==> config.mk <==
export PLATFORM = sky130hd
export DESIGN_NAME = uart_transmitter
export DESIGN_NICKNAME = d
export VERILOG_FILES = /design/src/rtl/uart_transmitter.sv
export SDC_FILE = /design/constraint.sdc
export NUM_CORES = 1
export LEC_CHECK = 0
export ABC_CLOCK_PERIOD_IN_PS = 2300
export CORE_MARGIN = 2
export CORE_UTILIZATION = 50
export DETAILED_ROUTE_END_ITERATION = 10
export GPL_TIMING_DRIVEN = 0
export PLACE_DENSITY = 0.7
export SETUP_SLACK_MARGIN = 0.2
export SYNTH_ARGS = -nofsm -noshare
export SYNTH_HDL_FRONTEND = slang
export SYNTH_SLANG_ARGS = --single-unit
==> constraint.sdc <==
create_clock -name clk -period 2.3 [get_ports clk]
set_clock_uncertainty 0.05 [all_clocks]
set_input_delay 0.23 -clock clk [delete_from_list [all_inputs] [get_ports clk]]
set_output_delay 0.23 -clock clk [all_outputs]
set_load 0.05 [all_outputs]
==> src/rtl/uart_transmitter.sv <==
// 8N1 UART transmitter with a one-entry holding buffer so frames can go out back-to-back.
// tx is registered; every bit, including start and stop, lasts exactly CLK_FREQ/BAUD_RATE clocks.
module uart_transmitter #(
    parameter int CLK_FREQ   = 50_000_000,
    parameter int BAUD_RATE  = 9600,
    parameter int DATA_WIDTH = 8
) (
    input  logic                  clk,
    input  logic                  rst,
    input  logic [DATA_WIDTH-1:0] data,
    input  logic                  data_valid,
    output logic                  data_ready,
    output logic                  tx,
    output logic                  busy
);

    localparam int BIT_CYCLES = CLK_FREQ / BAUD_RATE;
    localparam int CNT_W      = (BIT_CYCLES > 1) ? $clog2(BIT_CYCLES) : 1;
    localparam int IDX_W      = (DATA_WIDTH > 1) ? $clog2(DATA_WIDTH) : 1;
    localparam logic [CNT_W-1:0] CNT_LAST = CNT_W'(BIT_CYCLES - 1);
    localparam logic [IDX_W-1:0] IDX_LAST = IDX_W'(DATA_WIDTH - 1);

    typedef enum logic [1:0] {S_IDLE, S_START, S_DATA, S_STOP} state_t;

    state_t                r_state;
    logic [CNT_W-1:0]      r_cnt;
    logic [IDX_W-1:0]      r_idx;
    logic [DATA_WIDTH-1:0] r_shift;
    logic [DATA_WIDTH-1:0] r_buf;
    logic                  r_buf_full;
    logic                  r_tx;

    state_t                w_state_nxt;
    logic [CNT_W-1:0]      w_cnt_nxt;
    logic [IDX_W-1:0]      w_idx_nxt;
    logic [DATA_WIDTH-1:0] w_shift_nxt;
    logic [DATA_WIDTH-1:0] w_shift_sr;
    logic                  w_tx_nxt;
    logic                  w_load;
    logic                  w_bit_end;
    logic                  w_accept;

    assign w_bit_end  = (r_cnt == CNT_LAST);
    assign w_accept   = data_valid & ~r_buf_full;
    assign w_shift_sr = r_shift >> 1;

    assign data_ready = ~r_buf_full;
    assign tx         = r_tx;
    assign busy       = (r_state != S_IDLE) | r_buf_full;

    always_ff @(posedge clk) begin
        if (!rst) begin
            r_state    <= S_IDLE;
            r_cnt      <= '0;
            r_idx      <= '0;
            r_shift    <= '0;
            r_buf      <= '0;
            r_buf_full <= 1'b0;
            r_tx       <= 1'b1;
        end else begin
            r_state <= w_state_nxt;
            r_cnt   <= w_cnt_nxt;
            r_idx   <= w_idx_nxt;
            r_shift <= w_shift_nxt;
            r_tx    <= w_tx_nxt;
            // load and accept are exclusive: one needs the buffer full, the other empty
            if (w_load) begin
                r_buf_full <= 1'b0;
            end else if (w_accept) begin
                r_buf_full <= 1'b1;
                r_buf      <= data;
            end
        end
    end

    always_comb begin
        w_state_nxt = r_state;
        w_cnt_nxt   = w_bit_end ? '0 : r_cnt + 1'b1;
        w_idx_nxt   = r_idx;
        w_shift_nxt = r_shift;
        w_tx_nxt    = r_tx;
        w_load      = 1'b0;
        case (r_state)
            S_IDLE: begin
                w_cnt_nxt = '0;
                w_tx_nxt  = 1'b1;
                if (r_buf_full) begin
                    w_load      = 1'b1;
                    w_shift_nxt = r_buf;
                    w_state_nxt = S_START;
                    w_tx_nxt    = 1'b0;
                end
            end
            S_START: begin
                if (w_bit_end) begin
                    w_idx_nxt   = '0;
                    w_state_nxt = S_DATA;
                    w_tx_nxt    = r_shift[0];
                end
            end
            S_DATA: begin
                if (w_bit_end) begin
                    if (r_idx == IDX_LAST) begin
                        w_state_nxt = S_STOP;
                        w_tx_nxt    = 1'b1;
                    end else begin
                        w_shift_nxt = w_shift_sr;
                        w_idx_nxt   = r_idx + 1'b1;
                        w_tx_nxt    = w_shift_sr[0];
                    end
                end
            end
            S_STOP: begin
                if (w_bit_end) begin
                    // a queued byte chains straight into the next start bit
                    if (r_buf_full) begin
                        w_load      = 1'b1;
                        w_shift_nxt = r_buf;
                        w_state_nxt = S_START;
                        w_tx_nxt    = 1'b0;
                    end else begin
                        w_state_nxt = S_IDLE;
                        w_tx_nxt    = 1'b1;
                    end
                end
            end
            default: begin
                w_state_nxt = S_IDLE;
                w_tx_nxt    = 1'b1;
            end
        endcase
    end

endmodule

==> results.py, run 1 <==
metrics = {
    "logic_synthesis": {
        "ys_seq_area_share_pct": 41.8,
        "synth_edf_count": 0,
        "ys_dominant_reg_cell": "dfxtp_1",
        "syn-num-nets": 202,
        "avgSynthCellArea_sq_um": 9.43,
        "synth_top_cell_area_share_pct": 41.8,
        "netlist_area_sq_um": 1730,
        "yosysWarningCount": 0,
        "synth_top_area_cell": "dfxtp_1",
        "synth_top_cells_by_area": "dfxtp_1, mux2i_1, ha_1",
        "synth_seq_cells": 36,
        "syn-instance-count": 183,
        "synth.distinct_cells": 33,
        "synthArstFlopShare_pct": 0,
    },
    "worst_setup_path": {
        "crit_path_cell_trace": "or4b_1 > or3_1 > nand3b_1 > clkbuf_4 > nor2_1",
        "startpoint_type": "register",
        "cpMaxStageDelayCell": "or4b_1",
        "r2r-end": "r_cnt[7]$_SDFF_PP0_",
        "reg2regPathDepth": 5,
        "required_ns": 2.47,
        "critPathArrivalTime_ns": 2.20,
        "r2r_slack_ns": 0.27,
        "critPathMaxFanout": 10,
        "timing.rr.start": "r_cnt[3]$_SDFF_PP0_",
        "crit_type": "register to register",
        "cp-end-kind": "register",
        "cp_slowest_stage_delay_ns": 0.62,
    },
    "placed_design": {
        "dpl.hpwl_um": 2350,
        "gp_congestion": 0.833,
        "io_buffers": 13,
        "placed_cells": 242,
    },
    "floorplan": {
        "initial_core_util_pct": 51.7,
        "die_area_sq_um": 3940,
        "die_y_um": 62.7,
        "ios": 14,
        "fp.dieW_um": 62.7,
        "rows": 21,
        "design.core.area_sq_um": 3340,
    },
    "sta": {
        "tightest_slew_ns": 0.561,
        "finalCriticalPeriod_ns": 2.03,
        "whs_ns": 0.428,
        "rsz0062_at_grt": "true",
        "period_share_pct": 88.2,
        "maxSlewViolCount": 0,
        "hold_viol": 0,
        "setup_viol": 0,
        "fmax_mhz": 493,
        "relSlewSlack_pct": 62.6,
    },
    "power_and_ir_drop": {
        "power_mw": 1.88,
        "ir_drop_mv": 0.602,
        "p_sw_mw": 0.716,
        "intPower_mw": 1.17,
        "p_comb_share_pct": 41.3,
        "power_per_cell_area_nw_per_um2": 945,
        "switching_share_pct": 38.0,
        "p_leak_nw": 0.686,
        "pwr-share-clk_pct": 16.2,
        "p_seq_share_pct": 42.5,
    },
    "cts": {
        "numCtsBuffers": 5,
        "clockBufferDepth": 2,
        "path_clk_slew_ns": 0.10,
        "htreeDepth": 2,
        "cts.root.buffer_cell": "clkbuf_4",
        "ctsHoldBuffers": 0,
        "clk_latency_ns": 0.33,
        "tritoncts": "done",
        "clock_sinks": 36,
    },
    "final_layout": {
        "final_cells": 251,
        "final_cell_mix": "dfxtp_1, nor2_1, mux2i_1",
        "nNetsFinal": 224,
        "antenna_cells": 0,
        "drive_gt1_share_pct": 11.7,
        "final_common_cell": "dfxtp_1",
        "area.growth.synth_to_final_pct": 15.5,
        "nFillCells": 325,
    },
    "global_route": {
        "grt_start_max_net_pins": 11,
        "grt_overflow": 0,
        "track_usage_pct": 17.7,
        "grt_pass1_vias": 1268,
        "grt_pass1_wl_um": 5510,
        "antenna_found_initial": 0,
    },
    "routing": {
        "routed_wl_um": 3210,
        "wire_per_inst_um": 12.8,
        "drtPass1Iterations": 4,
        "vias": 1346,
        "drt_iter0_markers": 72,
        "drc": 0,
        "avgViaCountPerCell": 5.36,
        "ant_nets": 0,
    },
    "min_path": {
        "hold_class": "register to register",
        "hold_start": "r_idx[2]$_SDFFE_PN0P_",
        "worstHoldEndpoint": "r_idx[2]$_SDFFE_PN0P_",
        "hold_depth": 2,
    },
    "run_status": {
        "outcome": "complete, no violations",
    },
    "run": {
        "drv_cap": 0,
    },
}
## layout make-up
class / instances / area [sq um] / area share [%]
Timing Repair Buffer: 15 / 140 / 7.03
Sequential cell: 36 / 723 / 36.3
Multi-Input combinational cell: 132 / 953 / 47.8
Inverter: 8 / 30.0 / 1.51
Clock inverter: 1 / 5.00 / 0.251
Buffer: 7 / 42.5 / 2.13
Tap cell: 46 / 57.6 / 2.89
Clock buffer: 6 / 41.3 / 2.07
## state kept, by name, indices dropped and copies added, names as in the netlist
register	count
tx	1
r_state	2
r_buf_full	1
r_idx	3
r_buf	8
r_cnt	13
r_shift	8
## through the flow
step           setup TNS [ns]  cell area (sq um)  util, %  worst slack [ns]
6_report                    0               1990     59.7             0.271
5_1_grt                     0               1990     59.7             0.130
4_1_cts                     0               1970     59.1             0.210
3_5_place_dp           -0.155               1910     57.3           -0.0777
3_3_place_gp          -0.0568               1910     57.3           -0.0312
2_1_floorplan               0               1730        -             0.269
## per-layer routing
| layer | part of all wire (%) | vias to the layer above | GRT usage (%) |
|---|---|---|---|
| li1 | - | 691 | - |
| met1 | 46 | 627 | 22.5 |
| met2 | 49 | 23 | 28.9 |
| met3 | 4.0 | 5 | 5.59 |
| met4 | 1.1 | 0 | 5.00 |
| met5 | 0 | - | 0 |
## Yosys cell counts, drive strengths merged (4+ instances only)
cell type,n
clkbuf,5
mux2i,20
a311oi,7
nor2,26
nand2,10
dfxtp,36
a211oi,4
xnor2,8
inv,8
nand4,4
nand3,8
ha,8
a21oi,11
## cell families after synthesis
| logic type | count (synthesis) | synth area share [%] |
|---|---|---|
| buf+inv | 15 | 3.99 |
| fa+ha+maj | 8 | 5.80 |
| flops | 36 | 41.8 |
| simple gates | 64 | 18.1 |
| xor+xnor | 11 | 5.58 |
| compound gates | 29 | 13.2 |
| mux | 20 | 11.6 |
## how the worst max path moves through the flow
stage                            startpoint  slack [ns]                      end
floorplan           r_state[0]$_SDFFE_PN0P_        0.27  r_shift[5]$_SDFFE_PN0P_
global placement    r_state[0]$_SDFFE_PN0P_       -0.03  r_shift[5]$_SDFFE_PN0P_
detailed placement  r_state[0]$_SDFFE_PN0P_       -0.08  r_shift[6]$_SDFFE_PN0P_
CTS                 r_state[0]$_SDFFE_PN0P_        0.21          tx$_SDFFE_PN1P_
global route        r_state[0]$_SDFFE_PN0P_        0.13  r_shift[6]$_SDFFE_PN0P_
finish                  r_cnt[3]$_SDFF_PP0_        0.27      r_cnt[7]$_SDFF_PP0_
## worst max-delay path, delay by kind of cell, from the launching register on
kind,cells,cell delay [ns]
buffers and inverters,1,0.23
flip-flops,1,0.36
AND/OR/NAND/NOR,4,1.28
## power groups by stage
stage / Combinational (mW) / Clock [mW] / Sequential, mW
final: 0.779 / 0.305 / 0.801
after global routing: 0.850 / 0.353 / 0.813
after CTS: 0.746 / 0.314 / 0.798
after detailed placement: 0.731 / 0 / 0.814
after global placement: 0.715 / 0 / 0.809
after floorplan: 0.561 / 0 / 0.809
## timing repair
item | in CTS | in global routing
pin swaps | 0 | 2
resized for setup | 3 | 9
setup buffers | 0 | 2
endpoints found under the setup margin | 9 | 21
Note: power is estimated with default switching activity, not from simulation.
==> inputs of run 2 (changes only) <==
--- a/config.mk
+++ b/config.mk
@@ -5,11 +5,12 @@
 export SDC_FILE = /design/constraint.sdc
 export NUM_CORES = 1
 export LEC_CHECK = 0
-export ABC_CLOCK_PERIOD_IN_PS = 2300
+export ABC_CLOCK_PERIOD_IN_PS = 2500
 export CORE_MARGIN = 2
 export CORE_UTILIZATION = 50
 export DETAILED_ROUTE_END_ITERATION = 10
 export GPL_TIMING_DRIVEN = 0
+export HOLD_SLACK_MARGIN = 0.15
 export PLACE_DENSITY = 0.7
 export SETUP_SLACK_MARGIN = 0.2
 export SYNTH_ARGS = -nofsm -noshare
==> constraint.sdc (replaced) <==
create_clock -name clk -period 2.5 [get_ports clk]
set_clock_uncertainty 0.05 [all_clocks]
set_input_delay 0.25 -clock clk [delete_from_list [all_inputs] [get_ports clk]]
set_output_delay 0.25 -clock clk [all_outputs]
set_load 0.05 [all_outputs]
==> run 2 against run 1 <==
Via count up 1.2%. Critical endpoint unchanged. Final cell count down 0.80%. Utilization decreased by 0.60 points. Setup slack better by 0.17 ns. Fmax down 1.6%.
==> results.py, run 2 (synthesized netlist as in run 1, its figures left out) <==
metrics = {
    "final_layout": {
        "max_flop_register": "r_cnt",
        "final_common_cell": "dfxtp_1",
        "drive_gt1_share_pct": 8.37,
        "area.growth.synth_to_final_pct": 14.4,
        "nFillCells": 319,
        "reg_top3": "r_cnt x13, r_buf x8, r_shift x8",
        "nNetsFinal": 222,
        "antenna_cells": 0,
        "fin_area_sq_um": 1970,
        "final_cell_mix": "dfxtp_1, nor2_1, mux2i_1",
        "fin_util_pct": 59.1,
        "largest_register_ffs": 13,
    },
    "cts": {
        "path_clk_slew_ns": 0.10,
        "clock_sinks": 36,
        "post_cts_buffers": 0,
        "cts.root.buffer_cell": "clkbuf_4",
        "cts_resized": 2,
        "numCtsBuffers": 5,
        "clockBufferDepth": 2,
        "ctsHoldBuffers": 0,
        "clk_latency_ns": 0.32,
        "htreeDepth": 2,
        "tritoncts": "done",
    },
    "routing": {
        "vias": 1362,
        "avgViaCountPerCell": 5.47,
        "drc": 0,
        "ant_nets": 0,
        "wire_per_inst_um": 12.6,
        "routed_wl_um": 3130,
        "drt_iter0_markers": 68,
        "drtPass1Iterations": 4,
    },
    "worst_setup_path": {
        "reg2regPathDepth": 6,
        "r2r_slack_ns": 0.44,
        "required_ns": 2.66,
        "startpoint_type": "register",
        "startpoint": "r_cnt[0]$_SDFF_PP0_",
        "critPathArrivalTime_ns": 2.23,
        "crit_type": "register to register",
        "r2r-end": "r_cnt[7]$_SDFF_PP0_",
        "timing.rr.start": "r_cnt[0]$_SDFF_PP0_",
        "cp-end-kind": "register",
        "critPathMaxFanout": 10,
    },
    "sta": {
        "period_share_pct": 82.5,
        "relSlewSlack_pct": 59.1,
        "fin_ws_ns": 0.437,
        "setup_tns_ns": 0,
        "hold_viol": 0,
        "rsz0062_at_grt": "false",
        "fmax_mhz": 485,
        "finalCriticalPeriod_ns": 2.06,
        "maxSlewViolCount": 0,
        "setup_viol": 0,
        "tightest_slew_ns": 0.613,
    },
    "min_path": {
        "hold_depth": 2,
        "hold_start": "r_idx[2]$_SDFFE_PN0P_",
        "hold_class": "register to register",
        "worstHoldEndpoint": "r_idx[2]$_SDFFE_PN0P_",
    },
    "placed_design": {
        "placement.cell_area_sq_um": 1910,
        "io_buffers": 13,
        "dpl.hpwl_um": 2350,
        "pre_cts_ws_ns": 0.122,
        "gp_congestion": 0.833,
    },
    "floorplan": {
        "rows": 21,
        "design.core.area_sq_um": 3340,
        "initial_core_util_pct": 51.7,
        "die_area_sq_um": 3940,
        "ios": 14,
        "fp.dieW_um": 62.7,
        "die_y_um": 62.7,
    },
    "power_and_ir_drop": {
        "power_mw": 1.70,
        "ir_drop_mv": 0.567,
        "power_per_cell_area_nw_per_um2": 862,
        "p_leak_nw": 0.674,
    },
    "global_route": {
        "track_usage_pct": 17.6,
        "antenna_found_initial": 0,
        "grt_pass1_wl_um": 5490,
        "grt_overflow": 0,
        "grt_start_max_net_pins": 11,
        "grt_pass1_vias": 1266,
    },
    "run_status": {
        "outcome": "complete, no violations",
    },
    "run": {
        "drv_cap": 0,
    },
}
run 2: cell count changes in the layout (fill, tap and decap cells not counted):
cell           previous run  this run
ha_1                      6         7
clkbuf_1                  4         5
buf_4                     2         0
ha_2                      2         1
clkbuf_4                  7         6
dfxtp_2                   2         0
dfxtp_1                  34        36
dlygate4sd2_1             0         1
buf_2                     0         1
clkbuf_2                  2         0
run 2: stage by stage:
step	std cells	hold WS (ns)
finish	249	0.428
detailed placement	242	0.415
floorplan	183	0.347
global placement	242	0.399
CTS	249	0.429
global route	249	0.461
run 2: critical path: stages, from the launching register on:
cell	delay [ns]
dfxtp_1	0.43
ha_1	0.29
nand4_1	0.21
or3_1	0.46
nand3b_1	0.18
buf_2	0.24
nor2_1	0.07
run 2: area by class of cell:
cell class	instances	area [sq um]	share of cell area, %
Timing Repair Buffer	13	129	6.53
Sequential cell	36	721	36.5
Multi-Input combinational cell	132	951	48.2
Clock inverter	1	5.00	0.254
Buffer	7	38.8	1.97
Tap cell	46	57.6	2.92
Clock buffer	6	41.3	2.09
Inverter	8	30.0	1.52
run 2: worst max path at each step:
stage / end / slack, ns / cells after the start
finish: r_cnt[7]$_SDFF_PP0_ / 0.44 / 6
global route: r_shift[6]$_SDFFE_PN0P_ / 0.30 / 6
CTS: r_shift[6]$_SDFFE_PN0P_ / 0.37 / 6
detailed placement: r_shift[6]$_SDFFE_PN0P_ / 0.12 / 6
global placement: r_shift[5]$_SDFFE_PN0P_ / 0.17 / 6
floorplan: r_shift[5]$_SDFFE_PN0P_ / 0.47 / 6
run 2: where the power goes:
group	switching [mW]	internal [mW]	leakage (nW)
registers	0.0697	0.665	0.293
logic	0.402	0.285	0.353
clock network	0.175	0.104	0.0281
total	0.647	1.05	0.674
run 2: layer usage:
| layer | up-vias | part of all wire (%) | GRT usage, % |
|---|---|---|---|
| met5 | - | 0 | 0 |
| met3 | 5 | 4.1 | 5.59 |
| li1 | 689 | - | - |
| met2 | 24 | 48 | 28.6 |
| met4 | 0 | 0.99 | 5.00 |
| met1 | 644 | 46 | 22.3 |
==> inputs of run 3 (changes only) <==
--- a/config.mk
+++ b/config.mk
@@ -5,7 +5,7 @@
 export SDC_FILE = /design/constraint.sdc
 export NUM_CORES = 1
 export LEC_CHECK = 0
-export ABC_CLOCK_PERIOD_IN_PS = 2500
+export ABC_CLOCK_PERIOD_IN_PS = 2050
 export CORE_MARGIN = 2
 export CORE_UTILIZATION = 50
 export DETAILED_ROUTE_END_ITERATION = 10
==> constraint.sdc (replaced) <==
create_clock -name clk -period 2.05 [get_ports clk]
set_clock_uncertainty 0.05 [all_clocks]
set_input_delay 0.205 -clock clk [delete_from_list [all_inputs] [get_ports clk]]
set_output_delay 0.205 -clock clk [all_outputs]
set_load 0.05 [all_outputs]
==> run 3 against run 2 <==
Die area unchanged. Sequential share of layout area down 3.9 points. Power up 46%. Clock-buffer cell count unchanged. Non-clock buffer count up 15. Combinational power up 56%. Flip-flop and latch count unchanged. Sequential power up 24%.
==> results.py, run 3 (synthesized netlist as in run 1, its figures left out) <==
metrics = {
    "sta": {
        "rsz0062_at_grt": "true",
        "setup_tns_ns": 0,
        "period_share_pct": 95.8,
        "setup_viol": 0,
        "fin_ws_ns": 0.0858,
        "tightest_slew_ns": 0.599,
        "hold_viol": 0,
        "relSlewSlack_pct": 60.1,
        "maxSlewViolCount": 0,
        "fmax_mhz": 509,
        "finalCriticalPeriod_ns": 1.96,
    },
    "final_layout": {
        "drive_gt1_share_pct": 28.3,
        "area.growth.synth_to_final_pct": 30.7,
        "fin_util_pct": 67.6,
        "final_common_cell": "dfxtp_1",
        "final_cells": 265,
        "largest_register_ffs": 13,
        "max_flop_register": "r_cnt",
        "nNetsFinal": 237,
        "final_cell_mix": "dfxtp_1, mux2i_1, nor2_1",
        "antenna_cells": 0,
        "reg_top3": "r_cnt x13, r_buf x8, r_shift x8",
    },
    "cts": {
        "htreeDepth": 2,
        "clockBufferDepth": 2,
        "ctsHoldBuffers": 0,
        "numCtsBuffers": 5,
        "clk_latency_ns": 0.33,
        "cts.root.buffer_cell": "clkbuf_4",
        "clock_sinks": 36,
        "tritoncts": "done",
        "path_clk_slew_ns": 0.11,
    },
    "floorplan": {
        "initial_core_util_pct": 51.7,
        "fp.dieW_um": 62.7,
        "rows": 21,
        "die_y_um": 62.7,
        "ios": 14,
        "design.core.area_sq_um": 3340,
        "die_area_sq_um": 3940,
    },
    "routing": {
        "routed_wl_um": 3680,
        "drc": 0,
        "wire_per_inst_um": 13.9,
        "drt_iter0_markers": 128,
        "drtPass1Iterations": 4,
        "avgViaCountPerCell": 5.40,
        "ant_nets": 0,
        "vias": 1430,
    },
    "global_route": {
        "grt_overflow": 0,
        "grt_pass1_wl_um": 5780,
        "grt_pass1_vias": 1351,
        "antenna_found_initial": 0,
        "grt_start_max_net_pins": 12,
        "track_usage_pct": 18.3,
    },
    "power_and_ir_drop": {
        "ir_drop_mv": 0.581,
        "power_per_cell_area_nw_per_um2": 1100,
        "power_mw": 2.48,
        "p_leak_nw": 0.793,
    },
    "worst_setup_path": {
        "r2r_slack_ns": 0.09,
        "critPathArrivalTime_ns": 2.16,
        "reg2regPathDepth": 5,
        "cp-end-kind": "register",
        "critPathMaxFanout": 8,
        "startpoint_type": "register",
        "required_ns": 2.25,
        "crit_type": "register to register",
    },
    "placed_design": {
        "io_buffers": 13,
        "dpl.hpwl_um": 2430,
        "placed_cells": 242,
        "gp_congestion": 0.808,
        "pre_cts_ws_ns": -0.0258,
    },
    "run_status": {
        "outcome": "complete, no violations",
    },
    "min_path": {
        "hold_class": "register to register",
        "hold_depth": 2,
    },
    "run": {
        "drv_cap": 0,
    },
}
run 3: cell types whose count changed in the layout (fill, tap and decap cells not counted), sizes merged:
cell	delta
buf	+16
bufinv	+1
clkdlybuf4s50	-1
run 3: repair_timing:
| item | CTS | global route |
|---|---|---|
| gates resized for setup | 17 | 32 |
| pin swaps | 5 | 15 |
| setup endpoints to repair | 26 | 28 |
| cloned | 0 | 1 |
| setup buffers | 7 | 7 |
run 3: cell type report:
cell class	instances	area [sq um]
buffer	7	52.6
clock buffer	6	41.3
clock inverter	2	35.0
fill	292	1080
inverter	8	30.0
multi-input combinational	132	1040
sequential	36	737
tap	46	57.6
timing repair buffer	28	264
run 3: critical path: stages, from the launching register on:
cell      delay, ns
dfxtp_4        0.37
or4b_4         0.56
o32ai_4        0.43
buf_6          0.20
a21oi_1        0.09
a311oi_2       0.18
run 3: power breakdown:
| group | switching (mW) | total, mW | internal [mW] |
|---|---|---|---|
| Clock | 0.232 | 0.487 | 0.256 |
| Sequential | 0.0984 | 0.914 | 0.816 |
| Combinational | 0.591 | 1.07 | 0.484 |
run 3: layer usage:
layer,GRT usage (%),routed length (um)
met1,20.9,1650
met2,33.1,1890
met3,4.32,124
met4,6.67,18
met5,0,0
run 3: stage by stage:
| step | hold slack (ns) | instance area, sq um |
|---|---|---|
| 3_5_place_dp | 0.410 | 1920 |
| 3_3_place_gp | 0.399 | 1920 |
| 4_1_cts | 0.425 | 2090 |
| 2_1_floorplan | 0.302 | 1730 |
| 5_1_grt | 0.421 | 2260 |
| 6_report | 0.423 | 2260 |
run 3: path summary, 6_finish.rpt:
check / to / startpoint
worst max-delay path: r_shift[5]$_SDFFE_PN0P_ / r_cnt[3]$_SDFF_PP0_
worst min register to register: r_idx[2]$_SDFFE_PN0P_ / r_idx[2]$_SDFFE_PN0P_
worst max register to register: r_shift[5]$_SDFFE_PN0P_ / r_cnt[3]$_SDFF_PP0_
worst min-delay path: r_idx[2]$_SDFFE_PN0P_ / r_idx[2]$_SDFFE_PN0P_
==> patch (flow settings as in run 3) <==
The parameter `BAUD_RATE` goes from 9600 to 19200.
--- a/src/rtl/uart_transmitter.sv
+++ b/src/rtl/uart_transmitter.sv
@@ -2,7 +2,7 @@
 // tx is registered; every bit, including start and stop, lasts exactly CLK_FREQ/BAUD_RATE clocks.
 module uart_transmitter #(
     parameter int CLK_FREQ   = 50_000_000,
-    parameter int BAUD_RATE  = 9600,
+    parameter int BAUD_RATE  = 19200,
     parameter int DATA_WIDTH = 8
 ) (
     input  logic                  clk,
Formal check against the unedited RTL: same outputs for any inputs over 10 cycles, from zero or initial values and one cycle with rst low; that may be too few to reach the edited logic, so the function may still have changed.
==> patch against run 3 <==
  * Wire length decreased by 6.9%
  * Combinational power shrank 17%
  * Design area down 9.2%
  * Synthesized cell count down 2.2%
  * Sequential cell count is 1 lower
  * Critical path depth decreased by 1
  * Power fell by 14%
  * Synthesized area is 2.6% lower
  * Sequential power fell by 4.6%
  * Worst setup slack better by 56 ps
  * Critical path type unchanged
==> patch: results (changes against run 3) <==
outcome finished clean; Port Buffers 12 (-1); Placer Congestion 0.833 (+3.0%); Critical Path Start r_cnt[7]; first-pass GRT wire length 5550 um (-4.1%); met1 usage 23.1% (+2.2 points); Post-Synthesis Cells 179 (-2.2%); register area share after synthesis 41.7% (-0.072 points); synth top area cells dfxtp_1 42%, mux2i_1 11%, ha_1 6.0%; FILL cells 291 (-0.34%); nets 223 (-5.9%); worst hold path class in -> reg; WHS Endpoint r_state[1]; top cells by count, synth 35 x dfxtp_1, 22 x nor2_1, 19 x mux2i_1; fraction of area in multi-input gates 47.8% (+1.8 points); Overall Global Routing Usage 20.2% (+1.9 points); largest net degree at the start of global routing 11 (-1); Global Route met3 Usage 7.04% (+2.7 points); ClkCell Share 2.44% (-0.94 points); Fin Hold WS 199 ps (-225 ps); crit path capture r_state[0]; M2 GR Usage 34.7% (+1.6 points); per-cell routed wire length 13.6 um (-1.7%); Vias 1380 (-3.5%); r2r setup slk 140 ps (+60 ps); worst slack at placement -14.6 ps (+11.2 ps); Reg area 717 um^2 (-2.7%); fin cells 251 (-5.3%); CTS sink count 35 (-2.8%); Netlist cell types 35 (+6.1%); reg2reg path depth 4 (-1); Hold Crit Start rst; fmax 524 MHz (+3.0%); DP Wirelength 2340 um (-3.6%); LEAKAGE 0.712 nW (-10%); slew margin rel. 58.4% (-1.7 points); Mapped Nets 198 (-2.0%); Plain + repair buffers 26 (-26%)
[patch: routing by layer]
layer | wire length [um] | share of wire [%]
met5 | 0 | 0
met2 | 1740 | 51
met4 | 44 | 1.3
met1 | 1490 | 44
met3 | 148 | 4.3
[patch: metrics by stage]
stage / util, % / cell area (um^2) / TNS [ps]
5_1_grt: 62.4 / 2050 / 0
4_1_cts: 61.2 / 2010 / 0
3_5_place_dp: 57.4 / 1880 / -45.0
2_1_floorplan: - / 1710 / 0
6_report: 62.4 / 2050 / 0
3_3_place_gp: 57.4 / 1880 / 0
[patch: cell families (layout without fill, tap and decap cells)]
logic type	Yosys count	in the layout	synth area share, %
adders and majority gates	8	8	5.96
xor gates and xnor gates	9	9	4.69
DFF	35	35	41.7
AOI/OAI and AO/OA	32	32	14.7
buffers and inverters	16	42	3.87
and+or+nand+nor	60	60	17.8
muxes	19	19	11.3
[patch: critical path, cell delays in order (launching register included)]
cell	delay, ps
dfxtp_4	360
or4b_4	550
or3_4	420
a221o_1	320
a211oi_2	140
[patch: repair_timing]
item | CTS | global route
gates resized for setup | 16 | 9
setup buffers | 5 | 1
pin swaps | 2 | 5
hold buffers | 0 | 0
gates cloned | 0 | 0
endpoints found under the setup margin | 18 | 22
[patch: power by group]
| part | internal (mW) | switching (mW) | total [mW] | leakage [nW] |
|---|---|---|---|---|
| Sequential | 0.791 | 0.0808 | 0.872 | 0.290 |
| Combinational | 0.404 | 0.486 | 0.889 | 0.393 |
| Clock | 0.134 | 0.229 | 0.363 | 0.0293 |
